[src/rtl/assoc_wb_cache_if.sv]
// Bus interfaces for assoc_wb_cache: a CPU request/response port and a word-wide
// memory beat port, each with master/slave views.

interface assoc_wb_cache_cpu_if #(
    parameter int ADDR_W = 10,
    parameter int DATA_W = 32
);
    logic              cpu_req;
    logic              cpu_write;
    logic [ADDR_W-1:0] cpu_address;
    logic [DATA_W-1:0] cpu_write_data;
    logic              cpu_ready;
    logic              cpu_done;
    logic              cpu_hit;
    logic [DATA_W-1:0] cpu_read_data;

    modport master (
        output cpu_req, cpu_write, cpu_address, cpu_write_data,
        input  cpu_ready, cpu_done, cpu_hit, cpu_read_data
    );
    modport slave (
        input  cpu_req, cpu_write, cpu_address, cpu_write_data,
        output cpu_ready, cpu_done, cpu_hit, cpu_read_data
    );
endinterface

interface assoc_wb_cache_mem_if #(
    parameter int ADDR_W = 10,
    parameter int DATA_W = 32
);
    logic              mem_req;
    logic              mem_write;
    logic [ADDR_W-1:0] mem_address;
    logic [DATA_W-1:0] mem_write_data;
    logic [DATA_W-1:0] mem_read_data;
    logic              mem_ready;

    modport master (
        output mem_req, mem_write, mem_address, mem_write_data,
        input  mem_read_data, mem_ready
    );
    modport slave (
        input  mem_req, mem_write, mem_address, mem_write_data,
        output mem_read_data, mem_ready
    );
endinterface

[src/rtl/assoc_wb_cache.sv]
// N-way set-associative write-back / write-allocate cache with LRU replacement.
// Optional hit/miss counters are enabled by defining CACHE_STATS_EN.

module assoc_wb_cache #(
    parameter int ADDR_W          = 10,
    parameter int DATA_W          = 32,
    parameter int WORDS_PER_BLOCK = 4,
    parameter int NUM_SETS        = 2,
    parameter int WAYS            = 2
) (
    input  logic clock,
    input  logic reset,
    assoc_wb_cache_cpu_if.slave  cpu,
    assoc_wb_cache_mem_if.master mem
`ifdef CACHE_STATS_EN
    ,
    output logic [15:0] hit_count,
    output logic [15:0] miss_count
`endif
);
    localparam int OFF_W  = $clog2(DATA_W / 8);
    localparam int WRD_W  = $clog2(WORDS_PER_BLOCK);
    localparam int IDX_B  = $clog2(NUM_SETS);
    localparam int IDX_W  = (IDX_B > 0) ? IDX_B : 1;
    localparam int TAG_W  = ADDR_W - OFF_W - WRD_W - IDX_B;
    localparam int LINE_W = IDX_B + WRD_W;
    localparam int WAY_W  = (WAYS > 1) ? $clog2(WAYS) : 1;

    typedef enum logic [2:0] {
        S_IDLE, S_LOOKUP, S_WRITEBACK, S_REFILL, S_RESPOND
    } state_t;

    state_t state_reg, state_next;

    logic              req_write_reg;
    logic [ADDR_W-1:0] req_addr_reg;
    logic [DATA_W-1:0] req_data_reg;
    logic [WAY_W-1:0]  victim_reg;
    logic [WRD_W-1:0]  beat_reg;
    logic [DATA_W-1:0] read_data_reg;

    logic [WAYS-1:0]   valid_reg [NUM_SETS];
    logic [WAYS-1:0]   dirty_reg [NUM_SETS];
    logic [WAY_W-1:0]  lru_reg   [NUM_SETS];

    logic [TAG_W-1:0]  tag_mem  [WAYS][NUM_SETS];
    logic [DATA_W-1:0] data_mem [WAYS][NUM_SETS*WORDS_PER_BLOCK];

    logic [TAG_W-1:0]  req_tag;
    logic [LINE_W-1:0] req_flat;
    logic [LINE_W-1:0] beat_flat;
    logic [IDX_W-1:0]  req_set;
    logic [WAYS-1:0]   way_hit;
    logic              hit;
    logic [WAY_W-1:0]  hit_way;
    logic [WAY_W-1:0]  miss_victim;
    logic [WAY_W-1:0]  access_way;
    logic              access_en;
    logic [DATA_W-1:0] access_result;
    logic              beat_done;
    logic              last_beat;
    logic              unused_addr_bits;

    assign unused_addr_bits = ^req_addr_reg[OFF_W-1:0];

    assign req_tag   = req_addr_reg[ADDR_W-1 -: TAG_W];
    assign req_flat  = req_addr_reg[OFF_W +: LINE_W];
    assign req_set   = IDX_W'(req_flat >> WRD_W);
    // Same set as the request, word position replaced by the beat counter.
    assign beat_flat = (req_flat & ~LINE_W'(WORDS_PER_BLOCK - 1)) | LINE_W'(beat_reg);

    genvar gi;
    generate
        for (gi = 0; gi < WAYS; gi++) begin : g_way_hit
            assign way_hit[gi] = valid_reg[req_set][gi] && (tag_mem[gi][req_set] == req_tag);
        end
    endgenerate

    assign hit = |way_hit;

    always_comb begin
        hit_way = '0;
        for (int w = WAYS - 1; w >= 0; w--) begin
            if (way_hit[w]) hit_way = WAY_W'(w);
        end
    end

    // Lowest-numbered invalid way wins over the LRU way.
    always_comb begin
        miss_victim = (WAYS > 1) ? lru_reg[req_set] : '0;
        for (int w = WAYS - 1; w >= 0; w--) begin
            if (!valid_reg[req_set][w]) miss_victim = WAY_W'(w);
        end
    end

    assign access_en     = ((state_reg == S_LOOKUP) && hit) || (state_reg == S_RESPOND);
    assign access_way    = (state_reg == S_LOOKUP) ? hit_way : victim_reg;
    assign access_result = req_write_reg ? req_data_reg : data_mem[access_way][req_flat];
    assign beat_done     = mem.mem_req && mem.mem_ready;
    assign last_beat     = (beat_reg == WRD_W'(WORDS_PER_BLOCK - 1));

    always_ff @(posedge clock or posedge reset) begin
        if (reset) state_reg <= S_IDLE;
        else       state_reg <= state_next;
    end

    always_comb begin
        state_next         = state_reg;
        cpu.cpu_ready      = 1'b0;
        cpu.cpu_done       = access_en;
        cpu.cpu_hit        = 1'b0;
        cpu.cpu_read_data  = access_en ? access_result : read_data_reg;
        mem.mem_req        = 1'b0;
        mem.mem_write      = 1'b0;
        mem.mem_address    = '0;
        mem.mem_write_data = '0;
        case (state_reg)
            S_IDLE: begin
                cpu.cpu_ready = 1'b1;
                if (cpu.cpu_req) state_next = S_LOOKUP;
            end
            S_LOOKUP: begin
                cpu.cpu_hit = hit;
                if (hit)                              state_next = S_IDLE;
                else if (dirty_reg[req_set][miss_victim]) state_next = S_WRITEBACK;
                else                                  state_next = S_REFILL;
            end
            S_WRITEBACK: begin
                mem.mem_req        = 1'b1;
                mem.mem_write      = 1'b1;
                mem.mem_address    = (ADDR_W'(tag_mem[victim_reg][req_set]) << (ADDR_W - TAG_W))
                                   | (ADDR_W'(beat_flat) << OFF_W);
                mem.mem_write_data = data_mem[victim_reg][beat_flat];
                if (beat_done && last_beat) state_next = S_REFILL;
            end
            S_REFILL: begin
                mem.mem_req     = 1'b1;
                mem.mem_address = (ADDR_W'(req_tag) << (ADDR_W - TAG_W))
                                | (ADDR_W'(beat_flat) << OFF_W);
                if (beat_done && last_beat) state_next = S_RESPOND;
            end
            S_RESPOND: state_next = S_IDLE;
            default:   state_next = S_IDLE;
        endcase
    end

    always_ff @(posedge clock or posedge reset) begin
        if (reset) begin
            req_write_reg <= 1'b0;
            req_addr_reg  <= '0;
            req_data_reg  <= '0;
            victim_reg    <= '0;
            beat_reg      <= '0;
            read_data_reg <= '0;
            for (int s = 0; s < NUM_SETS; s++) begin
                valid_reg[s] <= '0;
                dirty_reg[s] <= '0;
                lru_reg[s]   <= '0;
            end
        end else begin
            if ((state_reg == S_IDLE) && cpu.cpu_req) begin
                req_write_reg <= cpu.cpu_write;
                req_addr_reg  <= cpu.cpu_address;
                req_data_reg  <= cpu.cpu_write_data;
            end
            // The victim is invalidated up front so an abandoned refill never looks valid.
            if ((state_reg == S_LOOKUP) && !hit) begin
                victim_reg                        <= miss_victim;
                beat_reg                          <= '0;
                valid_reg[req_set][miss_victim]   <= 1'b0;
            end
            if (beat_done) beat_reg <= beat_reg + WRD_W'(1);
            if ((state_reg == S_REFILL) && beat_done && last_beat) begin
                valid_reg[req_set][victim_reg] <= 1'b1;
                dirty_reg[req_set][victim_reg] <= 1'b0;
            end
            if (access_en) begin
                read_data_reg <= access_result;
                if (WAYS > 1) lru_reg[req_set] <= WAY_W'(access_way == '0);
                if (req_write_reg) dirty_reg[req_set][access_way] <= 1'b1;
            end
        end
    end

    always_ff @(posedge clock) begin
        if ((state_reg == S_REFILL) && beat_done) begin
            data_mem[victim_reg][beat_flat] <= mem.mem_read_data;
            if (last_beat) tag_mem[victim_reg][req_set] <= req_tag;
        end else if (access_en && req_write_reg) begin
            data_mem[access_way][req_flat] <= req_data_reg;
        end
    end

`ifdef CACHE_STATS_EN
    always_ff @(posedge clock or posedge reset) begin
        if (reset) begin
            hit_count  <= '0;
            miss_count <= '0;
        end else if (access_en) begin
            if (state_reg == S_LOOKUP) begin
                if (hit_count != 16'hFFFF) hit_count <= hit_count + 16'd1;
            end else begin
                if (miss_count != 16'hFFFF) miss_count <= miss_count + 16'd1;
            end
        end
    end
`endif

endmodule

[src/flat_wrapper.sv]
// flat-port wrapper written by rule: the top's interface ports become plain ports
module assoc_wb_cache_flat 
#(
    parameter int ADDR_W          = 10,
    parameter int DATA_W          = 32,
    parameter int WORDS_PER_BLOCK = 4,
    parameter int NUM_SETS        = 2,
    parameter int WAYS            = 2
)
  (clock, reset, cpu_cpu_req, cpu_cpu_write, cpu_cpu_address, cpu_cpu_write_data, cpu_cpu_ready, cpu_cpu_done, cpu_cpu_hit, cpu_cpu_read_data, mem_mem_req, mem_mem_write, mem_mem_address, mem_mem_write_data, mem_mem_read_data, mem_mem_ready);
  assoc_wb_cache_cpu_if #(.ADDR_W(ADDR_W), .DATA_W(DATA_W)) cpu_i ();
  assoc_wb_cache_mem_if #(.ADDR_W(ADDR_W), .DATA_W(DATA_W)) mem_i ();
  input  logic clock;
  input  logic reset;
  input wire logic [$bits(cpu_i.cpu_req)-1:0] cpu_cpu_req;
  input wire logic [$bits(cpu_i.cpu_write)-1:0] cpu_cpu_write;
  input wire logic [$bits(cpu_i.cpu_address)-1:0] cpu_cpu_address;
  input wire logic [$bits(cpu_i.cpu_write_data)-1:0] cpu_cpu_write_data;
  output wire logic [$bits(cpu_i.cpu_ready)-1:0] cpu_cpu_ready;
  output wire logic [$bits(cpu_i.cpu_done)-1:0] cpu_cpu_done;
  output wire logic [$bits(cpu_i.cpu_hit)-1:0] cpu_cpu_hit;
  output wire logic [$bits(cpu_i.cpu_read_data)-1:0] cpu_cpu_read_data;
  output wire logic [$bits(mem_i.mem_req)-1:0] mem_mem_req;
  output wire logic [$bits(mem_i.mem_write)-1:0] mem_mem_write;
  output wire logic [$bits(mem_i.mem_address)-1:0] mem_mem_address;
  output wire logic [$bits(mem_i.mem_write_data)-1:0] mem_mem_write_data;
  input wire logic [$bits(mem_i.mem_read_data)-1:0] mem_mem_read_data;
  input wire logic [$bits(mem_i.mem_ready)-1:0] mem_mem_ready;
  assign cpu_i.cpu_req = cpu_cpu_req;
  assign cpu_i.cpu_write = cpu_cpu_write;
  assign cpu_i.cpu_address = cpu_cpu_address;
  assign cpu_i.cpu_write_data = cpu_cpu_write_data;
  assign cpu_cpu_ready = cpu_i.cpu_ready;
  assign cpu_cpu_done = cpu_i.cpu_done;
  assign cpu_cpu_hit = cpu_i.cpu_hit;
  assign cpu_cpu_read_data = cpu_i.cpu_read_data;
  assign mem_mem_req = mem_i.mem_req;
  assign mem_mem_write = mem_i.mem_write;
  assign mem_mem_address = mem_i.mem_address;
  assign mem_mem_write_data = mem_i.mem_write_data;
  assign mem_i.mem_read_data = mem_mem_read_data;
  assign mem_i.mem_ready = mem_mem_ready;
  assoc_wb_cache #(.ADDR_W(ADDR_W), .DATA_W(DATA_W), .WORDS_PER_BLOCK(WORDS_PER_BLOCK), .NUM_SETS(NUM_SETS), .WAYS(WAYS)) u_core (.clock(clock), .reset(reset), .cpu(cpu_i), .mem(mem_i));
endmodule
[config.mk]
export PLATFORM = sky130hd
export DESIGN_NAME = assoc_wb_cache_flat
export DESIGN_NICKNAME = d
export VERILOG_FILES = /design/src/rtl/assoc_wb_cache_if.sv /design/src/rtl/assoc_wb_cache.sv /design/src/flat_wrapper.sv
export SDC_FILE = /design/constraint.sdc
export NUM_CORES = 1
export LEC_CHECK = 0
export ABC_AREA = 0
export ABC_CLOCK_PERIOD_IN_PS = 4550
export CORE_MARGIN = 2
export CORE_UTILIZATION = 50
export DETAILED_ROUTE_END_ITERATION = 8
export MAX_ROUTING_LAYER = met4
export PLACE_DENSITY_LB_ADDON = 0.05
export SLEW_MARGIN = 20
export SYNTH_ARGS = -nofsm -noshare
export SYNTH_HDL_FRONTEND = slang
export SYNTH_SLANG_ARGS = --single-unit
[constraint.sdc]
create_clock -name clock -period 4.55 [get_ports clock]
set_clock_uncertainty 0.2 [all_clocks]
set_input_delay 0.6825 -clock clock [delete_from_list [all_inputs] [get_ports clock]]
set_output_delay 0.6825 -clock clock [all_outputs]
set_load 0.01 [all_outputs]
**Yosys cells after proc, flatten, opt, wreduce, memory -nomap -nowiden**

Memories as Yosys holds them, arrays and structs flattened.
Cells that the tools add are included.

- Output and inout bits: 79
- Register bits: 91
- Input bits: 79
- Bits in writable memories: 532
- Memories: 2

Memory list:

| memory | words | bits a word | rd ports | clocked after memory_dff | write ports | RTL line | text |
|---|---|---|---|---|---|---|---|
| u_core.data_mem | 2 | 256 | 2 | 0 | 1 | assoc_wb_cache.sv:47 | `logic [DATA_W-1:0] data_mem [WAYS][NUM_SETS*WORDS_PER_BLOCK];` |
| u_core.tag_mem | 2 | 10 | 3 | 0 | 1 | assoc_wb_cache.sv:46 | `logic [TAG_W-1:0] tag_mem [WAYS][NUM_SETS];` |

- Multiplexer cells: 84
- $lt $le $gt $ge: 12
- Reductions and logical operators: 24
- Equality and inequality tests: 10
- Bitwise operators: 13
- Add/sub/neg operators: 1

Operators by type and width:

| kind | count |
|---|---|
| 256-bit 2-to-1 mux | 4 |
| 32-bit 2-to-1 mux | 9 |
| 256-bit OR reduction | 1 |
| 32-bit binary-select mux with 3-bit select | 2 |
| 32-bit demux with 3-bit select | 2 |
| 5-bit 2-to-1 mux | 10 |
| 1-bit 2-to-1 mux | 25 |
| 2-bit 2-to-1 mux | 11 |
| 4-bit 2-to-1 mux | 5 |
| 10-bit by 5-bit OR with 10-bit output | 2 |
| 10-bit one-hot mux with 2 select lines | 1 |
| 1-bit logical AND | 16 |
| 3-bit 2-to-1 mux | 4 |
| 3-bit one-hot mux with 4 select lines | 1 |
| 5-bit == test | 2 |
| 10-bit 2-to-1 mux | 1 |
| 4-bit AND | 2 |
| 4-bit greater-or-equal comparator (second input constant) | 2 |
| 4-bit by 1-bit < comparator with 1-bit output (second input constant) | 2 |
| 3-bit NOT with 4-bit output | 2 |
| 4-bit NOT | 2 |
| 4-bit OR | 2 |
| 2-bit demux with 1-bit select | 3 |
| 3-bit by 2-bit == test with 1-bit output (second input constant) | 2 |
| other kinds (22) | 31 |

**Depth between registers and ports, before layout**

- Depth after elaboration: 18
- Mapped depth: 15

**Worst setup path after synthesis**

No wires, ideal clock.

- Path type: register -> register
- From: reg u_core.req_addr_reg[4]
- To: mem u_core.data_mem[1][0] (netlist name) (enable)
- Library setup time: 0.421 ns
- Setup slack: 0.045 ns
- Stages on the path, launching flop included: 15
- Required time: 3.929 ns
- Buffers on the path: 7
- Data arrival time: 3.884 ns
- Path through: dfrtp_1 buf_6 buf_6 mux2i_1 xor2_1 nand4_1 a2111o_1 buf_2 and2_4 buf_6 buf_6 buf_6 buf_2 a21o_1 nor2_1

- Longest elaborated chain between the ends: 15
- Elaborated cells between the ends (all ways): 41

Ends and longest elaborated chain:

| element | RTL line | text |
|---|---|---|
| from (decl) | assoc_wb_cache.sv:36 | `logic [ADDR_W-1:0] req_addr_reg;` |
| from (signal assigned) | assoc_wb_cache.sv:163 | `req_addr_reg <= cpu.cpu_address;` |
| 1-bit NOT with 2-bit output (not written as such) | assoc_wb_cache.sv:75 | `assign way_hit[gi] = valid_reg[req_set][gi] && (tag_mem[gi][req_set] == req_tag);` |
| 5-bit 2-to-1 mux (not written as such) (3 in a row) | assoc_wb_cache.sv:75 |  |
| 5-bit == test | assoc_wb_cache.sv:75 |  |
| 1-bit logical AND | assoc_wb_cache.sv:75 |  |
| 2-bit OR reduction | assoc_wb_cache.sv:79 | `assign hit = \|way_hit;` |
| 1-bit logical AND | assoc_wb_cache.sv:96 | `assign access_en = ((state_reg == S_LOOKUP) && hit) \|\| (state_reg == S_RESPOND);` |
| 1-bit logical OR | assoc_wb_cache.sv:96 |  |
| 1-bit logical AND | assoc_wb_cache.sv:189 | `end else if (access_en && req_write_reg) begin` |
| 1-bit 2-to-1 mux | assoc_wb_cache.sv:189 |  |
| 1-bit 2-to-1 mux | assoc_wb_cache.sv:186 | `if ((state_reg == S_REFILL) && beat_done) begin` |
| 256-bit 2-to-1 mux (not written as such) | assoc_wb_cache.sv:190 | `data_mem[access_way][req_flat] <= req_data_reg;` |
| 256-bit OR reduction (no line) | n/a |  |
| 1-bit 2-to-1 mux (no line) or 256-bit 2-to-1 mux (tied branches) | n/a |  |
| to (decl) | assoc_wb_cache.sv:47 |  |

Several ways; a longest one is shown, not always the timed one. The select of a mux whose other input is x is not followed.

**Worst setup path after layout**

- From: reg u_core.req_addr_reg[4]
- To: out cpu_cpu_read_data[10]

- Longest elaborated chain between the ends: 15
- Elaborated cells between the ends (all ways): 27

Ends and longest elaborated chain:

| element | RTL line | text |
|---|---|---|
| 1-bit NOT with 2-bit output (not written as such) | assoc_wb_cache.sv:75 |  |
| 5-bit 2-to-1 mux (not written as such) (3 in a row) | assoc_wb_cache.sv:75 |  |
| 5-bit == test | assoc_wb_cache.sv:75 |  |
| 1-bit logical AND | assoc_wb_cache.sv:75 |  |
| 1-bit 2-to-1 mux (2 in a row) | assoc_wb_cache.sv:84 | `if (way_hit[w]) hit_way = WAY_W'(w);` |
| 1-bit 2-to-1 mux | assoc_wb_cache.sv:97 | `assign access_way = (state_reg == S_LOOKUP) ? hit_way : victim_reg;` |
| memory 2 x 256 bit | n/a |  |
| 32-bit binary-select mux with 3-bit select | assoc_wb_cache.sv:98 | `assign access_result = req_write_reg ? req_data_reg : data_mem[access_way][req_flat];` |
| 32-bit 2-to-1 mux (not written as such) (2 in a row) | assoc_wb_cache.sv:98 |  |
| 32-bit 2-to-1 mux | assoc_wb_cache.sv:98 |  |
| 32-bit 2-to-1 mux * | n/a |  |
| to (decl) | flat_wrapper.sv:22 | `output wire logic [$bits(cpu_i.cpu_read_data)-1:0] cpu_cpu_read_data;` |

Every way passes the cells marked *; elsewhere a longest branch is shown, timed or not. The select of a mux whose other input is x is not followed.

==> flow_summary_export.csv <==
group,metric,value,unit
timing,finalMaxSlewViolations,0,
layout,final_common_cell,"edfxtp_1",
global_route,grt.busiest_layer,"met2",
layout,fin_nets,2108,
route,post_drt_wl_per_cell,30.91,um
synthesis,synth_seq_cells,621,
die,die_h,245.8,um
route,via_per_inst,6.587,
layout,mostFrequentLayoutCells,"532 x edfxtp_1, 212 x mux4_2, 147 x nand2_1",
synthesis,synth_cell_types,54,
status,violations,"setup timing",
critical_path,start_kind,"flip-flop",
global_route,grt.met3_usage,6.002,%
job,drv_cap,0,
critical_path,path_class,"flip-flop to primary output",
timing,rsz0062_at_grt,"yes",
layout,n_fill_cell,4224,
die,die-area,60400,um^2
layout,post-route-util,62.21,%
pwr,p_leak,0.01205,uW
critical_path,critPathMaxFanout,7,
die,fp.coreArea,57700,um^2
layout,layout-drive-gt1-share,34.63,%
timing,period_needed,4785,ps
route,dr.pass1.iters,5,
global_route,grt_util_met1,41.27,%
critical_path,reg2reg_from,"u_core.req_addr_reg[4]$_DFFE_PP0P_",
layout,antenna_cells,0,
layout,stdcell_count,2847,
route,via_count,18750,
clocking,clkTransAtPathRegs,60,ps
clocking,cts_max_path_buffers,3,
global_route,grt_pass1_wl,126100,um
min_path,min_from,"u_core.dirty_reg[3]$_DFF_PP0_",
global_route,antenna_found_initial,1,
timing,finalSetupViolCount,28,
critical_path,worstPathRequired,3670,ps
pwr,vdd_ir_drop_max,0.0005457,V
placed_design,dp_hpwl,52980,um
timing,hold_viol,0,
die,core.rowCount,88,
placed_design,globalplace.congestion,0.8483,
synthesis,synth_area_leaders,"edfxtp_1 55%, mux4_2 16%, dfrtp_1 7.6%",
clocking,clkLatencyLatePin,600,ps
critical_path,worstSetupStartpoint,"u_core.req_addr_reg[4]$_DFFE_PP0P_",
critical_path,arrival,3900,ps
route,post-route-drc-count,0,
clocking,clock-root-buffer,"clkbuf_16",
timing,hold_ws,277.5,ps
global_route,overflow,0,
synthesis,postSynthAreaPerCell,16.37,um^2
clocking,clock_sinks,621,
route,dr.first_iter.drc_count,1983,
global_route,grt_pass1_vias,18760,
synthesis,syn_inst,1785,
layout,area_growth,22.80,%
synthesis,ys.flop_type,"edfxtp_1",
placed_design,dp.cells,2691,
layout,largest_reg_flops,512,
timing,post-route-period-util,105.2,%
timing,max_freq,209.0,MHz
pwr,p_per_area,628.5,nW/um^2
synthesis,yosysWarningCount,0,
die,start_util,50.66,%
critical_path,end_kind,"primary output",
pwr,power,22560,uW
timing,tightest_slew,897.3,ps
synthesis,ys_seq_area_share,62.28,%
die,boundaryPins,158,
clocking,cts_tree,"built",
clocking,tritoncts.num_buffers,69,
synthesis,yosys.area.top_type,"edfxtp_1",
timing,setup_ws,-234.7,ps
die,fp.dieW,245.8,um
critical_path,rrSetupSlack,410,ps
status,status,"finished, violations left",
synthesis,syn_area,29230,um^2
synthesis,synth_top_area_share,54.66,%
clocking,cts_hold_buf,0,
global_route,grt_max_degree,87,
placed_design,io_buffers,153,
global_route,grt_usage,30.15,%
route,drt_wl_total,87990,um
global_route,grt_use_met2,45.56,%
timing,slew_headroom,40.18,%
synthesis,async_flop_share,14.33,%
route,postRouteAntennaNets,0,
min_path,hold_class,"flip-flop to flip-flop",
synthesis,synth_edf_count,532,
clocking,htreeDepth,3,
## cell usage after synthesis, drive strengths merged (7+ instances only)
| library cell | n |
|---|---|
| nand2 | 155 |
| a221oi | 15 |
| dfrtp | 89 |
| clkbuf | 100 |
| o211a | 8 |
| nand3b | 32 |
| and2 | 44 |
| mux4 | 212 |
| nor2 | 36 |
| mux2 | 102 |
| a31oi | 95 |
| mux2i | 77 |
| o21ai | 45 |
| xnor2 | 7 |
| inv | 14 |
| a22oi | 15 |
| o2111a | 15 |
| buf | 50 |
| a21oi | 67 |
| edfxtp | 532 |
## final timing paths
kind | to | cells past startpoint
min in group asynchronous | u_core.valid_reg[1]$_DFF_PP0_ | 2
worst max register to register | u_core.data_mem[1][148]$_DFFE_PP_ | 13
worst max-delay path | cpu_cpu_read_data[10] | 13
max in group asynchronous | u_core.read_data_reg[18]$_DFF_PP0_ | 3
worst min-delay path | u_core.dirty_reg[3]$_DFF_PP0_ | 2
worst min register to register | u_core.dirty_reg[3]$_DFF_PP0_ | 2
## layout make-up
class | instances | area, um^2 | share of cell area (%)
Multi-Input combinational cell | 1002 | 11100 | 30.93
Clock buffer | 101 | 1982 | 5.522
Tap cell | 765 | 957.2 | 2.667
Sequential cell | 621 | 18220 | 50.76
Clock inverter | 24 | 193.9 | 0.5404
Timing Repair Buffer | 320 | 3382 | 9.423
Inverter | 14 | 55.05 | 0.1534
## where the power goes
group	leakage [uW]	switching, uW	internal [uW]	total (uW)
clock network	0.00107	2210	3190	5400
logic	0.00509	4990	4880	9870
registers	0.00590	495	6800	7290
total	0.0121	7690	14900	22600
## per-layer routing
metal	wire length [um]	up-vias
met5	0	-
met4	2355	0
met3	7187	170
met2	41580	933
met1	36870	9919
li1	-	7731
## per-stage QoR
step / setup slack (ps) / instance area (um^2) / TNS [ps]
detailed placement: -476.2 / 32720 / -5835
CTS: -259.2 / 35430 / -5714
floorplan: 44.84 / 29230 / 0
global route: -355.0 / 35890 / -7691
finish: -234.7 / 35890 / -3664
global placement: -438.5 / 32720 / -4016
## worst max-delay path: stages, from the launching register on
cell	delay [ps]
dfrtp_4	490
buf_12	160
mux2i_2	200
xor2_1	180
nand4_1	170
a2111o_2	460
and2_4	240
buf_4	170
buf_12	130
buf_4	150
mux2i_1	160
a2111oi_4	370
a31oi_2	160
clkdlybuf4s15_2	250
## logic make-up (layout without fill, tap and decap cells)
logic type | after synthesis | after routing | share of synthesized area [%]
AOI/OAI and AO/OA | 294 | 294 | 6.704
xor gates and xnor gates | 13 | 13 | 0.3896
adders and majority gates | 1 | 1 | 0.04280
buffers and inverters | 164 | 459 | 2.629
DFF | 621 | 621 | 62.28
muxes | 391 | 391 | 23.03
other | 1 | 2 | 0.01283
and+or+nand+nor | 300 | 301 | 4.910
## what timing repair did
| action | CTS | global route |
|---|---|---|
| setup buffers | 18 | 13 |
| gates resized for setup | 179 | 76 |
| cloned | 2 | 1 |
| pin swaps | 39 | 30 |
| endpoints found under the setup margin | 32 | 32 |
(Power assumes the default switching activity.)
